`src/rtl/ir_nec_pkg.sv`:
```
// Shared types and timing constants for the NEC IR decoder; all windows are in 10 us ticks.
package ir_nec_pkg;

    localparam int unsigned TICK_PERIOD_US = 10;
    localparam int unsigned TICK_RATE_HZ   = 1_000_000 / TICK_PERIOD_US;
    localparam int unsigned DUR_W          = 11;

    typedef logic [DUR_W-1:0] dur_t;

    typedef enum logic [2:0] {
        IDLE,
        LEAD_L,
        LEAD_H,
        BIT_L,
        BIT_H,
        STOP_L,
        RPT_L
    } state_t;

    localparam dur_t LEAD_MIN  = 11'd800;
    localparam dur_t LEAD_MAX  = 11'd1000;
    localparam dur_t SPACE_MIN = 11'd400;
    localparam dur_t SPACE_MAX = 11'd500;
    localparam dur_t RPT_MIN   = 11'd200;
    localparam dur_t RPT_MAX   = 11'd250;
    localparam dur_t BURST_MIN = 11'd40;
    localparam dur_t BURST_MAX = 11'd70;
    localparam dur_t ONE_MIN   = 11'd150;
    localparam dur_t ONE_MAX   = 11'd200;

    function automatic logic in_win(input dur_t d, input dur_t lo, input dur_t hi);
        return (d >= lo) && (d <= hi);
    endfunction

endpackage

```
`src/rtl/ir_tick_gen.sv`:
```
// Prescaler: one-cycle tick every CLK_HZ/100_000 clocks (10 us time base).
module ir_tick_gen
    import ir_nec_pkg::*;
#(
    parameter int unsigned CLK_HZ = 50_000_000
) (
    input  logic CLK,
    input  logic RST,
    output logic tick
);

    localparam int unsigned PRESCALE = (CLK_HZ / TICK_RATE_HZ < 1) ? 1 : CLK_HZ / TICK_RATE_HZ;
    localparam int unsigned CNT_W    = (PRESCALE > 1) ? $clog2(PRESCALE) : 1;
    localparam logic [CNT_W-1:0] CNT_LAST = CNT_W'(PRESCALE - 1);

    logic [CNT_W-1:0] cnt;

    always_ff @(posedge CLK) begin
        if (RST) begin
            cnt  <= '0;
            tick <= 1'b0;
        end else if (cnt == CNT_LAST) begin
            cnt  <= '0;
            tick <= 1'b1;
        end else begin
            cnt  <= cnt + 1'b1;
            tick <= 1'b0;
        end
    end

endmodule

```
`src/rtl/ir_nec_decoder.sv`:
```
// NEC IR frame decoder: leader/bit timing, complement check, repeat codes.
// Optional build macro IR_ADDR_CHECK_EN: accept only frames addressed to DEV_ADDR.
module ir_nec_decoder
    import ir_nec_pkg::*;
#(
    parameter int unsigned CLK_HZ   = 50_000_000,
    parameter logic [7:0]  DEV_ADDR = 8'h00
) (
    input  logic       CLK,
    input  logic       RST,
    input  logic       IR_IN,
    output logic [7:0] CMD,
    output logic [7:0] ADDR,
    output logic       CMD_VALID,
    output logic       REPEAT,
    output logic       ERR
);

    logic        tick;
    logic        sync1, sync2, level_q;
    logic        fall, rise;
    dur_t        dur, limit;
    logic        over;
    state_t      state, state_next;
    logic [31:0] sr;
    logic [5:0]  bitcnt;
    logic        have_frame;
    logic        last_bit, frame_ok, addr_ok;
    logic        win_lead, win_space, win_rpt, win_burst, win_one;
    logic        set_valid, set_rpt, set_err, take_bit, bit_val;

    ir_tick_gen #(.CLK_HZ(CLK_HZ)) u_tick (
        .CLK  (CLK),
        .RST  (RST),
        .tick (tick)
    );

    // Chain tracks the pin even in reset so a low pin at release is not seen as a falling edge.
    always_ff @(posedge CLK) begin
        sync1   <= IR_IN;
        sync2   <= sync1;
        level_q <= sync2;
    end

    assign fall = level_q & ~sync2;
    assign rise = ~level_q & sync2;

    always_ff @(posedge CLK) begin
        if (RST)
            dur <= '0;
        else if (fall || rise)
            dur <= '0;
        else if (tick && dur != '1)
            dur <= dur + 1'b1;
    end

    assign win_lead  = in_win(dur, LEAD_MIN, LEAD_MAX);
    assign win_space = in_win(dur, SPACE_MIN, SPACE_MAX);
    assign win_rpt   = in_win(dur, RPT_MIN, RPT_MAX);
    assign win_burst = in_win(dur, BURST_MIN, BURST_MAX);
    assign win_one   = in_win(dur, ONE_MIN, ONE_MAX);

    always_comb begin
        limit = '1;
        case (state)
            LEAD_L:                limit = LEAD_MAX;
            LEAD_H:                limit = SPACE_MAX;
            BIT_L, STOP_L, RPT_L:  limit = BURST_MAX;
            BIT_H:                 limit = ONE_MAX;
            default:               limit = '1;
        endcase
    end

    assign over     = (state != IDLE) && (dur > limit);
    assign last_bit = (bitcnt == 6'd31);
    assign frame_ok = (sr[15:8] == ~sr[7:0]) && (sr[31:24] == ~sr[23:16]);

`ifdef IR_ADDR_CHECK_EN
    assign addr_ok = (sr[7:0] == DEV_ADDR);
`else
    logic unused_dev_addr;
    assign unused_dev_addr = ^DEV_ADDR;
    assign addr_ok = 1'b1;
`endif

    always_ff @(posedge CLK) begin
        if (RST)
            state <= IDLE;
        else
            state <= state_next;
    end

    always_comb begin
        state_next = state;
        case (state)
            IDLE:
                if (fall) state_next = LEAD_L;
            LEAD_L:
                if (rise) state_next = win_lead ? LEAD_H : IDLE;
                else if (over) state_next = IDLE;
            LEAD_H:
                if (fall) begin
                    if (win_space)    state_next = BIT_L;
                    else if (win_rpt) state_next = RPT_L;
                    else              state_next = IDLE;
                end else if (over) state_next = IDLE;
            BIT_L:
                if (rise) state_next = win_burst ? BIT_H : IDLE;
                else if (over) state_next = IDLE;
            BIT_H:
                if (fall) begin
                    if (win_burst || win_one) state_next = last_bit ? STOP_L : BIT_L;
                    else                      state_next = IDLE;
                end else if (over) state_next = IDLE;
            STOP_L, RPT_L:
                if (rise || over) state_next = IDLE;
            default:
                state_next = IDLE;
        endcase
    end

    always_comb begin
        set_valid = 1'b0;
        set_rpt   = 1'b0;
        set_err   = 1'b0;
        take_bit  = 1'b0;
        bit_val   = 1'b0;
        case (state)
            LEAD_L:
                set_err = rise ? ~win_lead : over;
            LEAD_H:
                set_err = fall ? ~(win_space | win_rpt) : over;
            BIT_L:
                set_err = rise ? ~win_burst : over;
            BIT_H:
                if (fall) begin
                    take_bit = win_burst | win_one;
                    bit_val  = win_one;
                    set_err  = ~(win_burst | win_one);
                end else begin
                    set_err = over;
                end
            STOP_L:
                if (rise && win_burst) begin
                    set_valid = frame_ok & addr_ok;
                    set_err   = ~frame_ok;
                end else begin
                    set_err = rise | over;
                end
            RPT_L:
                if (rise && win_burst) begin
                    set_rpt = have_frame;
                    set_err = ~have_frame;
                end else begin
                    set_err = rise | over;
                end
            default: ;
        endcase
    end

    always_ff @(posedge CLK) begin
        if (RST) begin
            sr         <= '0;
            bitcnt     <= '0;
            have_frame <= 1'b0;
            CMD        <= '0;
            ADDR       <= '0;
            CMD_VALID  <= 1'b0;
            REPEAT     <= 1'b0;
            ERR        <= 1'b0;
        end else begin
            CMD_VALID <= set_valid;
            REPEAT    <= set_rpt;
            ERR       <= set_err;
            if (state == LEAD_H && state_next == BIT_L)
                bitcnt <= '0;
            if (take_bit) begin
                sr     <= {bit_val, sr[31:1]};
                bitcnt <= bitcnt + 1'b1;
            end
            if (set_valid) begin
                ADDR       <= sr[7:0];
                CMD        <= sr[23:16];
                have_frame <= 1'b1;
            end
        end
    end

endmodule

```
`config.mk`:
```
export PLATFORM = sky130hd
export DESIGN_NAME = ir_nec_decoder
export DESIGN_NICKNAME = d
export VERILOG_FILES = /design/src/rtl/ir_nec_pkg.sv /design/src/rtl/ir_tick_gen.sv /design/src/rtl/ir_nec_decoder.sv
export SDC_FILE = /design/constraint.sdc
export NUM_CORES = 1
export LEC_CHECK = 0
export BUFFER_PORTS_ARGS = -buffer_cell sky130_fd_sc_hd__buf_2
export CAP_MARGIN = 20
export CORE_ASPECT_RATIO = 1.75
export CORE_MARGIN = 4
export CORE_UTILIZATION = 28
export CTS_CLUSTER_DIAMETER = 40
export CTS_CLUSTER_SIZE = 8
export DETAILED_ROUTE_END_ITERATION = 8
export MAX_ROUTING_LAYER = met4
export RECOVER_POWER = 50
export SLEW_MARGIN = 10
export SYNTH_ARGS = -nofsm -noshare
export SYNTH_HDL_FRONTEND = slang
export SYNTH_SLANG_ARGS = --single-unit
```
`constraint.sdc`:
```
create_clock -name CLK -period 5.9 [get_ports CLK]
set_clock_uncertainty 0.15 [all_clocks]
set_input_delay 0.295 -clock CLK [delete_from_list [all_inputs] [get_ports CLK]]
set_output_delay 0.295 -clock CLK [all_outputs]
set_load 0.005 [all_outputs]
```
==> metrics, run 1 <==
Net count, final=538; H-tree Lvls=3; startpoint types=register; proportion of synthesized area in mux cells=4.81%; critical path endpoint=bitcnt[3]$_SDFFE_PP0P_; first-pass GRT wire length=17000 um; most frequent cells in the layout=nand2_1 (89), dfxtp_1 (85), nor2_1 (62); xor/xnor share of the synthesized area=6.64%; WP data required=5.96 ns; ANT cells=0; per-cell routed wire length=14.2 um; DIE WIDTH=101 um; Slew HR=-7.98%; clock buffer depth=2; area occupied by multi-input gates=2280 um2; cts bufs inserted=9; clk slew on worst S/H paths=0.06 ns; Post-Synth Adder-Cell Area=4.75%; count of different cell masters after synthesis=56; worst hold path type=reg2reg; Worst setup EP type=register; Core Region=14800 um2; status=finished, violations left; number of global-route vias before repair=3497; CTS tree=done; max-capacitance violation count=1; Post-synth EDFFs=0; filler instances=1572; post-DP HPWL=7370 um; Slew Viols, Final=36; DR pass1 iterations=5; initial antenna violation count=0; Critical path origin=dur[0]$_SDFFE_PP0P_; Worst-Skew Late Latency=0.34 ns; clock sink total=85; FF-to-FF End=bitcnt[3]$_SDFFE_PP0P_; Placement Setup Slack=2.10 ns; Max VDD drop=0.183 mV; ys async rst share=0%; syn_area_per_cell=8.27 um2; CTS root buffer=clkbuf_16; syn_nets=529; Leak=1.56 nW; GP Congestion=0.926; CP arrival=3.93 ns; drt drc=0; class of the most critical setup path=reg2reg; TNS Setup=0 ns; min setup slack post-route=2.03 ns; overall die height=170 um; die area=17200 um2; critical-path maximum fanout=35; sequential share of the synthesized area=40.3%; Final Cycle Share=65.6%; R2R Setup Slk=2.03 ns; GR Overflow Total=0; # Post-CTS Setup Buffers=0; # IOs=22; DR vias/cell=5.08; largest net degree at the start of global routing=64; post-synth top area share=40.3%; complex-gate fraction of the synthesized area=14.7%; Final Hold Fails=0; worst r2r src=dur[0]$_SDFFE_PP0P_; register area=1700 um2; synth top area cells=dfxtp_1 (40%), nand2_1 (7.9%), nor2_1 (5.6%), xnor2_1 (5.4%), a21oi_1 (5.0%); Routed Antenna Nets=0; Cell Area, Synth=4220 um2; PwrDens=255 nW/um2; worst reg2reg path depth=10; Design Area, Final=4700 um2; worst slew pin tran=1.62 ns; most common cell after layout, fill and taps aside=nand2_1; synth warn=0; row count=59; gr usage total=12.7%; area leader, netlist=dfxtp_1; minimum clock period after layout=3.87 ns; Final setup viols=0; DP Area=4460 um2; IO buf count=21; largest family of logic cells by synthesized area=simple AND/OR/NAND/NOR gates; Top FF cell, synth=dfxtp_1; FMAX=258 MHz; Post-Syn Instances=510; total wire length=10100 um; First DRT Iteration DRCs=243; starting density of the core=28.4%; min-delay src=sync1$_DFF_P_; P&R area growth vs syn=11.5%; share of post-route cells with drive strength above 1=6.88%; via count=3587; simple-gate share of the synthesized area=24.2%; Synth Register Bits=85; Final Util=31.7%; failing checks=capacitance limit, slew limit; RSZ-0062 raised after global routing=false
what timing repair did:
action | 4_1_cts | 5_1_grt
gates resized for setup | 0 | 0
hold buffers | 1 | 0
hold endpoints to repair | 1 | 0
critical path: stages (launching register included):
cell	delay [ns]
dfxtp_1	0.42
inv_1	0.11
ha_1	0.20
nor3b_1	0.17
a311o_1	0.40
a22oi_1	0.49
or2_1	0.19
clkbuf_1	1.16
nor3_1	0.13
o21ai_0	0.21
o21ai_0	0.10
registers in the layout (all words and copies together), names as in the netlist:
signal	flops
sr	32
dur	11
u_tick.cnt	9
ADDR	8
CMD	8
bitcnt	6
state	3
CMD_VALID	1
ERR	1
REPEAT	1
have_frame	1
level_q	1
sync1	1
sync2	1
u_tick.tick	1
cell families after synthesis:
kind of cell / count (synthesis)
compound gates: 89
xor+xnor: 32
fa+ha+maj: 16
buf+inv: 43
flops: 85
mux: 20
simple gates: 225
worst min-delay path by stage:
| stage | to | cells after the start |
|---|---|---|
| 4_1_cts | sync2$_DFF_P_ | 0 |
| 3_3_place_gp | sync2$_DFF_P_ | 0 |
| 2_1_floorplan | sync2$_DFF_P_ | 0 |
| 3_5_place_dp | sync2$_DFF_P_ | 0 |
| 6_report | sync2$_DFF_P_ | 0 |
| 5_1_grt | sync2$_DFF_P_ | 0 |
where the power goes:
group	internal, mW	switching, mW	leakage, nW
Clock	0.352	0.232	0.152
Sequential	0.577	0.00323	0.686
Combinational	0.0105	0.0231	0.722
routing by layer:
metal	share of wire, %	wire length, um	vias to the layer above	global-route usage (%)
li1	-	-	1781	-
met1	39	3920	1706	13.0
met2	54	5480	83	22.5
met3	3.4	342	17	2.50
met4	3.2	320	0	6.33
met5	0	0	-	-
stage by stage:
stage	cells	hold slack [ns]	power, mW
5_1_grt	706	0.192	1.24
2_1_floorplan	510	0.160	0.618
4_1_cts	706	0.187	1.22
6_report	706	0.182	1.20
3_5_place_dp	690	0.172	0.627
3_3_place_gp	690	0.170	0.627
cell type report:
cell class	instances	share of cell area (%)
flip-flops and latches	85	36.2
multi-input cells	382	48.6
well taps	183	4.87
clock buffers	11	5.37
clock inverters	4	1.20
inverters	14	1.12
repair buffers	27	2.71
synthesized netlist by cell type, types with 5 or more instances:
library cell and number:
dfxtp_1 85, nor2b_1 7, mux2i_1 18, xor2_1 6, clkbuf_1 16, buf_2 9, nor3_1 9, nand4_1 8
xnor2_1 26, inv_1 14, nand3_1 13, o21ai_0 11, nor2_1 63, nor4_1 12, nand2_1 89, a21oi_1 42
ha_1 16, nand2b_1 5
No activity file was read; power rests on OpenSTA's default activity.
==> run 2: changes to the inputs <==
Clock period 5.9 ns to 3.6 ns, I/O delays scaled along.
==> run 2 against run 1 <==
  * The flow now finishes without violations
  * Register-to-register slack lost 1.7 ns
  * Utilization grew 0.65 points
  * Via count shrank 0.56%
  * Highest routed layer unchanged
==> metrics, run 2 (synthesized netlist as in run 1, its figures left out) <==
Final setup viols=0 (unchanged); max reg flops=32 (unchanged); worst hold path type=reg2reg; minimum clock period after layout=3.30 ns (-0.572 ns); Worst setup EP type=register; starting density of the core=28.4% (unchanged); Final Cycle Share=91.7% (+26 points); worst path bufs/invs=1 (-1); register area=1700 um2 (unchanged); CTS root buffer=clkbuf_16; IO buf count=21 (unchanged); # IOs=22 (unchanged); H-tree Lvls=3 (unchanged); clk slew on worst S/H paths=0.06 ns (about the same); total power=1.99 mW (+66%); overall die height=170 um (unchanged); GP Congestion=0.919 (-0.74%); filler instances=1539 (-2.1%); critical-path maximum fanout=6 (-83%); Critical-path top delay cell=dfxtp_1; Routed Antenna Nets=0 (unchanged); GR Overflow Total=0 (unchanged); drt drc=0 (unchanged); Worst-Skew Late Latency=0.33 ns (about the same); TNS Setup=0 ns (unchanged); most common cell after layout, fill and taps aside=nand2_1; P&R area growth vs syn=13.8%; die area=17200 um2 (unchanged); worst path cell trace=xor2_1, nor2b_1, or2_2, nor2_2, nor2_1, ha_1, a211o_1, o221a_2, o31ai_1, buf_4, a311oi_2, o21ai_0, o21ai_0; DIE WIDTH=101 um (unchanged); per-cell routed wire length=13.9 um (-2.4%); share of post-route cells with drive strength above 1=8.47% (+1.6 points); cell mode on critical path=o21ai_0; Final Hold Fails=0 (unchanged); worst slew pin tran=1.19 ns (-0.434 ns); crit-path max cell delay=0.33 ns (-0.83 ns); total wire length=9930 um (-1.3%); Top reg by flops=sr; RSZ-0062 raised after global routing=false; FMAX=303 MHz (+17%); cts bufs inserted=9 (unchanged); DR vias/cell=5.00 (-1.7%); via count=3567 (-0.56%); first-pass GRT wire length=16800 um (-0.98%); Net count, final=545 (+1.3%); leading registers by flop count=sr (32), dur (11), u_tick.cnt (9); Core Region=14800 um2 (unchanged); max-capacitance violation count=0 (-1); Leak=1.59 nW (+2.0%); clock buffer depth=2 (unchanged); area occupied by multi-input gates=2320 um2 (+1.5%); largest net degree at the start of global routing=40 (-38%); CP arrival=3.36 ns (-0.57 ns); DR pass1 iterations=4 (-1); Slew HR=21.0% (+29 points); Slew Viols, Final=0 (-100%); row count=59 (unchanged); post-DP HPWL=7430 um (+0.80%); CTS tree=done; clock sink total=85 (unchanged); gr usage total=12.6% (-0.11 points); number of global-route vias before repair=3498 (+0.029%); First DRT Iteration DRCs=125 (-49%); ANT cells=0 (unchanged); PwrDens=415 nW/um2 (+63%); most frequent cells in the layout=nand2_1 (89), dfxtp_1 (85), nor2_1 (61); status=complete, no violations; class of the most critical setup path=reg2reg; initial antenna violation count=0 (unchanged); # Post-CTS Setup Buffers=0 (unchanged); Largest delay share family, worst path=compound AO/OA/AOI/OAI gates; WP data required=3.66 ns (-2.30 ns); Max VDD drop=0.222 mV (+21%); startpoint types=register
-- run 2: changes by cell type in the layout (fill, tap and decap cells not counted), moves of 2 or more --
cell and change:
buf_4 +8, clkbuf_1 +2, clkbuf_8 -2, clkinv_4 -2, clkinvlp_4 +2
-- run 2: power by group --
group | switching, mW | internal (mW) | leakage (nW)
combinational | 0.0398 | 0.0205 | 0.760
clock | 0.370 | 0.611 | 0.146
sequential | 0.00387 | 0.946 | 0.686
-- run 2: what timing repair did --
item,4_1_cts,5_1_grt
resized for setup,0,1
endpoints found under the hold margin,1,0
hold buffers,1,0
setup endpoints to repair,0,9
-- run 2: cell type report --
cell class	instances	share of cell area (%)
Multi-Input combinational cell	382	48.3
Sequential cell	85	35.4
Clock buffer	11	4.85
Tap cell	183	4.77
Timing Repair Buffer	34	3.81
Clock inverter	5	1.75
Inverter	14	1.09
-- run 2: stage by stage --
step                setup WS [ns]  cells  hold WS, ns  utilization [%]  cell area (um2)
global placement            0.319    697        0.136             30.4             4510
finish                      0.300    714        0.179             32.4             4800
floorplan                   0.233    510       0.0577                -             4220
global route               0.0433    714        0.192             32.4             4800
detailed placement          0.209    697        0.134             30.4             4510
CTS                         0.179    714        0.184             32.6             4830
-- run 2: final timing paths --
check | start | end | slack, ns | cells after the start
max | state[0]$_SDFF_PP0_ | bitcnt[3]$_SDFFE_PP0P_ | 0.30 | 13
min | sync1$_DFF_P_ | sync2$_DFF_P_ | 0.18 | 0
max reg2reg | state[0]$_SDFF_PP0_ | bitcnt[3]$_SDFFE_PP0P_ | 0.30 | 13
min reg2reg | sync1$_DFF_P_ | sync2$_DFF_P_ | 0.18 | 0
-- run 2: routing by layer --
metal / global-route usage, % / up-vias / wire [um]
li1: - / 1794 / -
met1: 13.4 / 1680 / 3970
met2: 21.4 / 75 / 5310
met3: 2.83 / 18 / 316
met4: 6.51 / 0 / 329
met5: - / - / 0
==> run 3: changes to the inputs <==
Settings changed: ABC_AREA set to 1.
==> run 3 against run 2 <==
  * Combinational power is 7.8% lower
  * Clock-buffer cell count is 2 lower
  * Sequential share of layout area fell by 1.3 points
  * Via count rose by 15%
  * Synthesized cell count increased by 27%
  * Utilization decreased by 0.25 points
  * First-iteration DRC count up 70%
  * Routed wire length grew 13%
  * Die area rose by 5.7%
  * Non-clock buffer count decreased by 7
  * Critical path type unchanged
  * Largest cell class unchanged
  * Largest power group unchanged
==> metrics, run 3 <==
Critical-path top delay cell=dfxtp_1; PwrDens=395 nW/um2 (-4.8%); Routed Antenna Nets=0 (unchanged); Synth Register Bits=85 (unchanged); Worst-Skew Late Latency=0.34 ns (about the same); TNS Setup=0 ns (unchanged); worst hold path type=reg2reg; WP data required=3.64 ns (-0.02 ns); worst slew pin tran=0.758 ns (-0.428 ns); total wire length=11200 um (+13%); overall die height=175 um (+2.9%); Largest delay share family, worst path=simple AND/OR/NAND/NOR gates; FMAX=322 MHz (+6.2%); filler instances=1689 (+9.7%); post-synth top area share=38.0% (-2.3 points); # IOs=22 (unchanged); CTS tree=done; Post-synth EDFFs=0 (unchanged); class of the most critical setup path=reg2reg; post-DP HPWL=8600 um (+16%); Top reg by flops=sr; ANT cells=0 (unchanged); RSZ-0062 raised after global routing=false; H-tree Lvls=3 (unchanged); # Post-CTS Setup Buffers=0 (unchanged); clk slew on worst S/H paths=0.07 ns (about the same); GR Overflow Total=0 (unchanged); synth warn=0 (unchanged); worst r2r src=state[1]$_SDFF_PP0_; DR pass1 iterations=4 (unchanged); Final Cycle Share=86.3% (-5.3 points); synth top area cells=dfxtp_1 (38%), nand2_1 (12%), a21oi_1 (6.9%), o21ai_0 (6.8%), nor2_1 (6.8%); fin cells=859 (+20%); row count=60 (+1.7%); largest net degree at the start of global routing=37 (-7.5%); Cells after DPL=842 (+21%); FF-to-FF End=bitcnt[0]$_SDFFE_PP0P_; worst path cell trace=inv_1, nor3_1, inv_1, nand2_1, nor2_1, inv_1, nor2_2, inv_1, ha_1, nand2_1, nor2_1, nand2_1, o21ai_0, inv_1, nand2_1, nand2_1, nand2_1, nand3_1, nand3_1, a21oi_1; Final Util=32.1% (-0.25 points); Final setup viols=0 (unchanged); crit-path max cell delay=0.41 ns (+0.08 ns); startpoint types=register; First DRT Iteration DRCs=213 (+70%); min setup slack post-route=0.492 ns (+0.192 ns); count of different cell masters after synthesis=37 (-34%); GP Congestion=0.894 (-2.7%); Net count, final=687 (+26%); Post-Syn Instances=650 (+27%); Design Area, Final=4990 um2 (+3.9%); max reg flops=32 (unchanged); Leak=2.14 nW (+35%); Worst setup EP type=register; clock buffer depth=2 (unchanged); P&R area growth vs syn=11.5%; syn_nets=669 (+26%); R2R Setup Slk=0.49 ns (+0.19 ns); syn_area_per_cell=6.89 um2 (-17%); Post-Synth Adder-Cell Area=4.47% (-0.27 points); gr usage total=13.1% (+0.55 points); CP arrival=3.15 ns (-0.21 ns); Slew Viols, Final=0 (unchanged); Slew HR=49.4% (+28 points); number of global-route vias before repair=3999 (+14%); most numerous cell in the Yosys netlist=nand2_1; drt drc=0 (unchanged); ys async rst share=0% (unchanged); most common cell after layout, fill and taps aside=nand2_1; largest family of logic cells by synthesized area=simple AND/OR/NAND/NOR gates; xor/xnor share of the synthesized area=2.94% (-3.7 points); status=complete, no violations; leading registers by flop count=sr (32), dur (11), u_tick.cnt (9); CTS root buffer=clkbuf_16; Cell Area, Synth=4480 um2 (+6.1%); most frequent cells in the layout=nand2_1 (147), dfxtp_1 (85), nor2_1 (83); simple-gate share of the synthesized area=31.2% (+7.0 points); initial antenna violation count=0 (unchanged); area leader, netlist=dfxtp_1; worst reg2reg path depth=20 (+7); cell mode on critical path=nand2_1; Final Hold Fails=0 (unchanged); DR vias/cell=4.76 (-4.7%); proportion of synthesized area in mux cells=0% (-4.8 points); first-pass GRT wire length=18800 um (+12%); Max VDD drop=0.266 mV (+20%); WHS=0.187 ns (+0.00792 ns); cts bufs inserted=9 (unchanged); per-cell routed wire length=13.1 um (-6.1%); sequential share of the synthesized area=38.0% (-2.3 points); min-delay src=sync1$_DFF_P_; clock sink total=85 (unchanged); hold path depth=0 (unchanged); total power=1.97 mW (-1.0%); starting density of the core=28.8% (+0.37 points); Core Region=15500 um2 (+4.7%); DP Area=4750 um2 (+5.4%); Worst Hold End=sync2$_DFF_P_; via count=4088 (+15%); minimum clock period after layout=3.11 ns (-0.192 ns); complex-gate fraction of the synthesized area=15.0% (+0.30 points); Top FF cell, synth=dfxtp_1; worst path bufs/invs=5 (+4); die area=18200 um2 (+5.7%); IO buf count=21 (unchanged); max-capacitance violation count=0 (unchanged); share of post-route cells with drive strength above 1=6.39% (-2.1 points); DIE WIDTH=104 um (+2.8%); critical-path maximum fanout=8 (+2); Placement Setup Slack=0.435 ns (+0.226 ns); top post-synthesis cells by count=nand2_1 (143), dfxtp_1 (85), nor2_1 (81)
==> run 3: changes by cell type in the layout (fill, tap and decap cells not counted), moves of 7 or more <==
cell	before	now
nor2b_1	7	0
mux2i_1	18	0
nor2_1	61	83
nor4_1	12	3
xnor2_1	26	3
a21oi_1	42	62
nand3_1	13	39
inv_1	14	71
nand2_1	89	147
o21ai_0	11	61
==> run 3: how the worst max path moves through the flow <==
| stage | start | to | slack [ns] | depth (start not counted) |
|---|---|---|---|---|
| 2_1_floorplan | state[0]$_SDFF_PP0_ | bitcnt[0]$_SDFFE_PP0P_ | 0.74 | 21 |
| 3_3_place_gp | state[1]$_SDFF_PP0_ | bitcnt[0]$_SDFFE_PP0P_ | 0.51 | 20 |
| 3_5_place_dp | state[1]$_SDFF_PP0_ | bitcnt[0]$_SDFFE_PP0P_ | 0.44 | 20 |
| 4_1_cts | state[1]$_SDFF_PP0_ | bitcnt[0]$_SDFFE_PP0P_ | 0.41 | 20 |
| 5_1_grt | state[1]$_SDFF_PP0_ | bitcnt[1]$_SDFFE_PP0P_ | 0.02 | 20 |
| 6_report | state[1]$_SDFF_PP0_ | bitcnt[0]$_SDFFE_PP0P_ | 0.49 | 20 |
==> run 3: cell families after synthesis <==
| kind of cell | after synthesis |
|---|---|
| compound gates | 131 |
| flops | 85 |
| simple gates | 309 |
| xor+xnor | 15 |
| buf+inv | 94 |
| fa+ha+maj | 16 |
==> run 3: power by group <==
part           total, mW  internal (mW)  switching [mW]
sequential         0.949          0.945         0.00374
combinational     0.0556         0.0171          0.0385
clock              0.966          0.549           0.417
total               1.97           1.51           0.459
==> run 3: cell type report <==
cell class              instances  area, um2  area share (%)
flip-flops and latches         85       1700            34.1
clock buffers                   9        225            4.51
clock inverters                 7       80.1            1.60
multi-input cells             471       2340            46.9
well taps                     186        233            4.66
repair buffers                 27        134            2.68
inverters                      74        278            5.57
==> run 3: what timing repair did <==
action,CTS,global route
hold buffers,1,0
gates resized for setup,0,1
endpoints found under the setup margin,0,6
endpoints found under the hold margin,1,0
==> run 3: worst reg2reg max path: stages (launching register included) <==
cell	delay, ns
dfxtp_1	0.41
inv_1	0.13
nor3_1	0.07
inv_1	0.09
nand2_1	0.07
nor2_1	0.20
inv_1	0.11
nor2_2	0.16
inv_1	0.06
ha_1	0.30
nand2_1	0.08
nor2_1	0.15
nand2_1	0.08
o21ai_0	0.14
inv_1	0.09
nand2_1	0.13
nand2_1	0.07
nand2_1	0.08
nand3_1	0.19
nand3_1	0.13
a21oi_1	0.07
==> run 3: per-layer routing <==
| metal | track usage [%] | vias to the layer above | routed length [um] |
|---|---|---|---|
| li1 | - | 2142 | - |
| met1 | 12.8 | 1858 | 4330 |
| met2 | 24.8 | 58 | 6150 |
| met3 | 1.95 | 30 | 233 |
| met4 | 7.15 | 0 | 495 |
| met5 | - | - | 0 |
